$ cat config.mk
export PLATFORM = sky130hd
export DESIGN_NAME = ctap_cmd_engine
export DESIGN_NICKNAME = d
export VERILOG_FILES = /design/src/rtl/ctap_cmd_engine.sv
export SDC_FILE = /design/constraint.sdc
export NUM_CORES = 1
export LEC_CHECK = 0
export ABC_AREA = 0
export BUFFER_PORTS_ARGS = -buffer_cell sky130_fd_sc_hd__buf_2
export CELL_PAD_IN_SITES_DETAIL_PLACEMENT = 1
export CELL_PAD_IN_SITES_GLOBAL_PLACEMENT = 1
export CORE_MARGIN = 1.5
export CORE_UTILIZATION = 38
export CTS_CLUSTER_DIAMETER = 50
export CTS_CLUSTER_SIZE = 20
export DETAILED_ROUTE_END_ITERATION = 8
export GPL_TIMING_DRIVEN = 1
export HOLD_SLACK_MARGIN = 0.06
export PLACE_DENSITY = 0.95
export SETUP_SLACK_MARGIN = 0.02
export SYNTH_ARGS = -nofsm -noshare
export SYNTH_HDL_FRONTEND = slang
export SYNTH_SLANG_ARGS = --single-unit
export TNS_END_PERCENT = 10
$ cat constraint.sdc
create_clock -name clk -period 3.4 [get_ports clk]
set_input_delay 0.17 -clock clk [delete_from_list [all_inputs] [get_ports clk]]
set_output_delay 0.17 -clock clk [all_outputs]
set_load 0.05 [all_outputs]
$ cat src/rtl/ctap_cmd_engine.sv
`default_nettype none
// ============================================================================
// Module      : ctap_cmd_engine
// Description : JTAG-driven command engine that issues one READ/WRITE request
//               at a time and captures the response or a timeout.
// Revision    : 1.0 - initial release
// ============================================================================
module ctap_cmd_engine #(
    parameter int SCRATCH_W = 64,
    parameter int SEL_W     = 2,
    parameter int ADDR_W    = 40,
    parameter int TIMEOUT   = 1024
) (
    input  logic                 clk,
    input  logic                 rst_n,
    input  logic [SCRATCH_W-1:0] jtag_ctap_data,
    input  logic                 jtag_ctap_reg_wr_en,
    input  logic [SEL_W-1:0]     jtag_ctap_reg_sel,
    output logic [SCRATCH_W-1:0] ctap_jtag_data,
    output logic                 ctap_jtag_interrupt_bit,
    output logic                 req_val,
    input  logic                 req_rdy,
    output logic                 req_wr,
    output logic [ADDR_W-1:0]    req_addr,
    output logic [63:0]          req_data,
    input  logic                 rsp_val,
    input  logic                 rsp_err,
    input  logic [63:0]          rsp_data
);

    localparam int                 c_CNT_W    = $clog2(TIMEOUT);
    localparam logic [c_CNT_W-1:0] c_CNT_LAST = c_CNT_W'(TIMEOUT - 1);

    localparam logic [1:0] c_ST_IDLE  = 2'd0;
    localparam logic [1:0] c_ST_ISSUE = 2'd1;
    localparam logic [1:0] c_ST_WAIT  = 2'd2;

    localparam logic [3:0] c_OP_READ  = 4'd1;
    localparam logic [3:0] c_OP_WRITE = 4'd2;

    localparam logic [SEL_W-1:0] c_SEL_INSTR = SEL_W'(0);
    localparam logic [SEL_W-1:0] c_SEL_ADDR  = SEL_W'(1);
    localparam logic [SEL_W-1:0] c_SEL_DATA0 = SEL_W'(2);

    logic [1:0]         r_state;
    logic [3:0]         r_opcode;
    logic [ADDR_W-1:0]  r_addr;
    logic [63:0]        r_data0;
    logic               r_tmo;
    logic               r_rerr;
    logic               r_ovr;
    logic               r_irq;
    logic               r_req_val;
    logic               r_req_wr;
    logic [c_CNT_W-1:0] r_cnt;

    logic                 w_busy;
    logic [3:0]           w_new_op;
    logic                 w_go;
    logic [SCRATCH_W-1:0] w_rdata;

    assign w_busy   = (r_state != c_ST_IDLE);
    assign w_new_op = jtag_ctap_data[3:0];
    assign w_go     = (w_new_op == c_OP_READ) || (w_new_op == c_OP_WRITE);

    always_ff @(posedge clk or negedge rst_n) begin
        if (!rst_n) begin
            r_state   <= c_ST_IDLE;
            r_opcode  <= '0;
            r_addr    <= '0;
            r_data0   <= '0;
            r_tmo     <= 1'b0;
            r_rerr    <= 1'b0;
            r_ovr     <= 1'b0;
            r_irq     <= 1'b0;
            r_req_val <= 1'b0;
            r_req_wr  <= 1'b0;
            r_cnt     <= '0;
        end else begin
            case (r_state)
                c_ST_IDLE: begin
                    if (jtag_ctap_reg_wr_en) begin
                        case (jtag_ctap_reg_sel)
                            c_SEL_INSTR: begin
                                // Illegal opcodes are stored for readback but never launch a request.
                                r_opcode <= w_new_op;
                                r_irq    <= 1'b0;
                                r_tmo    <= 1'b0;
                                r_rerr   <= 1'b0;
                                r_ovr    <= 1'b0;
                                if (w_go) begin
                                    r_state   <= c_ST_ISSUE;
                                    r_req_val <= 1'b1;
                                    r_req_wr  <= (w_new_op == c_OP_WRITE);
                                end
                            end
                            c_SEL_ADDR:  r_addr  <= jtag_ctap_data[ADDR_W-1:0];
                            c_SEL_DATA0: r_data0 <= jtag_ctap_data[63:0];
                            default: ;
                        endcase
                    end
                end
                c_ST_ISSUE: begin
                    if (req_rdy) begin
                        r_state   <= c_ST_WAIT;
                        r_req_val <= 1'b0;
                        r_cnt     <= '0;
                    end
                end
                c_ST_WAIT: begin
                    // A response in the final counting cycle takes priority over the timeout.
                    if (rsp_val) begin
                        r_state <= c_ST_IDLE;
                        r_irq   <= 1'b1;
                        r_rerr  <= rsp_err;
                        if ((r_opcode == c_OP_READ) && !rsp_err) begin
                            r_data0 <= rsp_data;
                        end
                    end else if (r_cnt == c_CNT_LAST) begin
                        r_state <= c_ST_IDLE;
                        r_irq   <= 1'b1;
                        r_tmo   <= 1'b1;
                    end else begin
                        r_cnt <= r_cnt + c_CNT_W'(1);
                    end
                end
                default: begin
                    r_state   <= c_ST_IDLE;
                    r_req_val <= 1'b0;
                end
            endcase

            if (jtag_ctap_reg_wr_en && w_busy) begin
                r_ovr <= 1'b1;
            end
        end
    end

    always_comb begin
        w_rdata = '0;
        case (jtag_ctap_reg_sel)
            c_SEL_INSTR: w_rdata = SCRATCH_W'({r_ovr, r_rerr, r_tmo, w_busy, 4'b0000, r_opcode});
            c_SEL_ADDR:  w_rdata = SCRATCH_W'(r_addr);
            c_SEL_DATA0: w_rdata = SCRATCH_W'(r_data0);
            default:     w_rdata = '0;
        endcase
    end

    assign ctap_jtag_data          = w_rdata;
    assign ctap_jtag_interrupt_bit = r_irq;
    assign req_val                 = r_req_val;
    assign req_wr                  = r_req_wr;
    assign req_addr                = r_addr;
    assign req_data                = r_data0;

endmodule
`default_nettype wire

* Word-level counts from Yosys, hierarchy flattened
Cells that the tools add are included.
Storage, ports and cells: logic and storage cells 88, output and inout port bits 171, input bits 136, register bits 126
Cells by class: reduce and logical (&&, ||, !) cells 23, add/subtract/negate cells 1, muxes and demuxes 33, bitwise operators 1, equality and inequality tests 19
Operators with widths (count):
- $mux W64 | 4
- $pmux W64 S3 | 1
- $pmux W64 S2 | 1
- $mux W10 | 3
- $ne A2 B2 Y1 const B | 10
- $pmux W10 S2 | 1
- $reduce_and A5 Y1 | 4
- $reduce_and A4 Y1 | 4
- $mux W1 | 12
- $mux W2 | 6
- $reduce_bool A2 Y1 | 6
- $add A10 B1 Y10 const B | 1
- $eq A10 B10 Y1 const B | 1
- $reduce_and A3 Y1 | 3
- $eq A4 B1 Y1 const B | 2
- $pmux W1 S2 | 3
- $pmux W2 S3 | 1
- $eq A2 B1 Y1 const B | 2
- $eq A2 B2 Y1 const B | 2
- $eq A4 B2 Y1 const B | 1
- $logic_not A2 Y1 | 2
- $ne A3 B3 Y1 const B | 1
- $pmux W1 S3 | 1
- $logic_and A1 B1 Y1 | 2
- 3 further kinds | 3

* Logic depth before layout (Yosys ltp)
depth in word-level cells 6, gate-level depth with buffers 6, depth with buffers taken out 5

* Worst setup path after synthesis
OpenSTA, ideal clock, no wires.
path kind reg-to-output, from register r_state[1], to output port ctap_jtag_data[8], cell stages (with the launch flop) 6, arrival time 2.127 ns, setup slack 1.103 ns, buffers on the path 2, data required time 3.230 ns, cells stage by stage dfrtp_1 > buf_2 > buf_1 > or2_2 > mux2i_1 > o21ai_0
On the way: word-level cells in the longest chain between the ends 2
Ends and longest elaborated chain:
- start: declaration | RTL line 45 | logic [1:0] r_state;
- start signal: assignment | RTL line 68 | r_state <= c_ST_IDLE;
- start signal: assignment | RTL line 92 | r_state <= c_ST_ISSUE;
- start signal: assignment | RTL line 105 | r_state <= c_ST_WAIT;
- $reduce_bool A2 Y1 | RTL line 62 | assign w_busy = (r_state != c_ST_IDLE);
- $pmux W64 S3 | RTL line 141 | case (jtag_ctap_reg_sel)
- end: declaration | RTL line 19 | output logic [SCRATCH_W-1:0] ctap_jtag_data,
No other way between the ends.

* Worst setup path in the final report
from register r_state[1], to register r_cnt[9]
On the way: word-level cells in the longest chain between the ends 3, elaborated cells on any way between the ends 8, those cells by class eq/ne (5); mux (1); reduce/logical (2)
Ends and longest elaborated chain:
- $eq A2 B2 Y1 or $eq A2 B1 Y1 (tied branches) | RTL line 80 | case (r_state)
- $ne A2 B2 Y1 (no line) or $reduce_bool A2 Y1 (tied branches)
- $reduce_and A4 Y1 (no line)
- end signal: assignment | RTL line 124 | r_cnt <= r_cnt + c_CNT_W'(1);
- end: declaration | RTL line 55 | logic [c_CNT_W-1:0] r_cnt;
Parallel ways exist; a longest one is shown, timed or not. A chain may end at the register's enable or synchronous reset.

==> flow_summary_export.csv <==
group,metric,value,unit
global_route,grt_use_total,0.252,
floorplan,die_h,132,um
sta,min_period_over_period,0.654,
cells_and_area,antenna_cells,0,
floorplan,dieArea,0.0175,mm^2
routing,wl_per_cell,20.2,um
global_route,grt_pass1_vias,6210,
yosys,ys_seq_area_frac,0.495,
worst_setup_path,endpoint_kind,"flop",
sta,worst_pin_slew,0.980,ns
clock_network,clock_path_buffers,2,
worst_setup_path,reg2reg_depth,4,
floorplan,initial_utilization,0.387,
placement,gp_congestion,0.822,
clock_network,ctsResizeCount,0,
clock_network,post_cts_buffers,0,
cells_and_area,drive_above_1_share,0.611,
placement,hpwl,14.9,mm
yosys,synthArstFlopShare,1.00,
clock_network,htreeDepth,4,
cells_and_area,finalNonFillerCells,1074,
power,p_leak,0.00442,uW
placement,dp_cells,1006,
sta,setup_tns,0,ns
yosys,synth_ff_type,"dfrtp_1",
yosys,synth_top_area_frac,0.495,
cells_and_area,syn_to_final_growth,43.4,%
yosys,netlist_instances,508,
worst_setup_path,cp-start-kind,"flop",
floorplan,core,0.0165,mm^2
placement,io_buffers,306,
worst_setup_path,path_class,"reg -> reg",
floorplan,die_w,132,um
routing,drcViolationCount,0,
power,p_comb_frac,0.383,
routing,avgViaCountPerCell,5.25,
routing,wl,21.7,mm
power,power,6450,uW
cells_and_area,finish.net_count,980,
yosys,synth_edf_count,0,
clock_network,cts_buffers,17,
routing,dr.pass1.iters,4,
yosys,synth_commonest_cells,"mux2_2 (169), dfrtp_1 (126), a22o_1 (33), nand2_1 (25)",
cells_and_area,final_core_util,0.554,
yosys,post-synth-top-count-cell,"mux2_2",
routing,vias,5637,
outcome,status,"finished, final reports clean",
worst_setup_path,r2r_end,"r_cnt[9]$_DFFE_PN0P_",
power,p_int,3750,uW
flow_run,drv_cap,0,
sta,setup_viol,0,
clock_network,cts_tree,"built",
routing,postRouteAntennaNets,0,
yosys,syn_avg_cell_area,12.5,um^2
clock_network,clk_pin_slew_worst_paths,0.06,ns
min_path,holdPathStages,2,
power,p_seq_frac,0.321,
yosys,yosys_warnings,0,
clock_network,root_buffer,"clkbuf_16",
worst_setup_path,startpoint,"r_state[1]$_DFFE_PN0P_",
yosys,synth_area,0.00637,mm^2
power,peakVddDrop,0.356,mV
worst_setup_path,setup.worst_path.end,"r_cnt[9]$_DFFE_PN0P_",
worst_setup_path,reg2reg_from,"r_state[1]$_DFFE_PN0P_",
worst_setup_path,r2r_setup_slack,1.18,ns
global_route,antenna_found_initial,0,
sta,hold_violations,0,
sta,slew_viol_final,0,
sta,clock_skew,0.00717,ns
floorplan,rows,47,
power,p_sw,2700,uW
power,clockPowerShare,0.296,
global_route,grt_pass1_wl,34.6,mm
yosys,ys_types,41,
yosys,yosys-top-cells-area,"dfrtp_1 (50%), mux2_2 (30%), a22o_1 (4.5%)",
placement,dp_slack,1.17,ns
worst_setup_path,cp.arrival,2.51,ns
min_path,hold_path_class,"in -> reg",
global_route,grt-ovfl-total,0,
yosys,ys_seq_elements,126,
worst_setup_path,cp.required,3.69,ns
sta,max_slew_margin,0.347,
power,powerDensity,707,mW/mm^2
global_route,grt_max_degree,74,
floorplan,io-pin-count,307,
sta,fin_crit,2.22,ns
worst_setup_path,path_max_fanout,27,
sta,rsz0062_at_grt,"false",
routing,drt_iter0_drc,197,
clock_network,cts_num_sinks,126,
yosys,syn_nets,645,
sta,fmax,450,MHz
yosys,synth_top_area_cell,"dfrtp_1",
power,switching_share,0.419,
sta,fin_ws,1.18,ns
clock_network,clk_latency,0.41,ns
sequential cells by signal (all words and copies together), names as in the netlist:
name and flops:
ctap_jtag_interrupt_bit 1, r_cnt 10, r_opcode 4, r_ovr 1, r_rerr 1, r_state 2
r_tmo 1, req_addr 40, req_data 64, req_val 1, req_wr 1
metal layers:
layer / up-vias / wire length [um] / global-route usage
li1: 2527 / - / -
met1: 2856 / 8450 / 0.291
met2: 216 / 11600 / 0.460
met3: 38 / 1110 / 0.0529
met4: 0 / 490 / 0.0952
met5: - / 0 / 0
power groups by stage:
stage	clock, uW	combinational [uW]	sequential [uW]
finish	1910	2470	2070
detailed placement	0	2430	2090
CTS	1950	2470	2070
global placement	0	2370	2060
global route	2020	2570	2120
floorplan	0	820	3010
critical path, cell delays in order, from the launching register on:
cell	delay, ns
dfrtp_2	0.72
or3b_4	0.46
or3_4	0.41
or3b_1	0.38
mux2i_1	0.13
layout by cell type, fill, tap and decap left out, drive strengths merged, types with 3 or more instances in the layout:
cell	count
buf	314
mux2	169
dfrtp	126
dlygate4sd3	38
a22o	33
nand2	25
clkbuf	25
and2	24
o21ai	17
mux2i	12
a21oi	8
nor2	6
inv	5
nand3	5
a31oi	5
o31ai	4
or2	3
nor3	3
bufinv	3
or3b	3
worst min path at each step:
stage	slack, ns	end	startpoint
floorplan	-0.13	ctap_jtag_interrupt_bit$_DFFE_PN0P_	rst_n
finish	0.1	r_opcode[2]$_DFFE_PN0P_	jtag_ctap_data[2]
global placement	0.37	req_addr[20]$_DFFE_PN0P_	rst_n
CTS	0.08	r_state[0]$_DFFE_PN0P_	req_rdy
detailed placement	0.39	req_addr[20]$_DFFE_PN0P_	rst_n
global route	0.09	req_addr[2]$_DFFE_PN0P_	jtag_ctap_data[2]
timing repair:
action	CTS	global route
hold endpoints to repair	109	0
endpoints found under the setup margin	0	0
hold buffers	38	0
per-stage QoR:
| stage | instance area (um^2) | hold slack [ns] |
|---|---|---|
| 2_1_floorplan | 6370 | -0.126 |
| 3_3_place_gp | 8130 | 0.369 |
| 3_5_place_dp | 8130 | 0.391 |
| 4_1_cts | 9130 | 0.0774 |
| 5_1_grt | 9130 | 0.0904 |
| 6_report | 9130 | 0.0993 |
kinds of logic (layout without fill, tap and decap cells):
kind of cell | count (synthesis) | in the layout | share of synthesized area
AO/OA/AOI/OAI | 72 | 72 | 0.0808
multiplexers | 181 | 181 | 0.318
flip-flops | 126 | 126 | 0.495
buffers and inverters | 41 | 387 | 0.0257
adder cells (fa/ha/maj) | 1 | 1 | 0.00197
XOR/XNOR | 1 | 1 | 0.00138
AND/OR/NAND/NOR | 86 | 86 | 0.0770
layout make-up:
cell class                 count  area [um^2]
tap                          220          275
clock inverter                 5          103
inverter                       5         18.8
clock buffer                  25          515
timing repair buffer         352         2000
fill                        1809         7340
multi-input combinational    341         3060
sequential                   126         3150
Note: power is estimated with default switching activity, not from simulation.
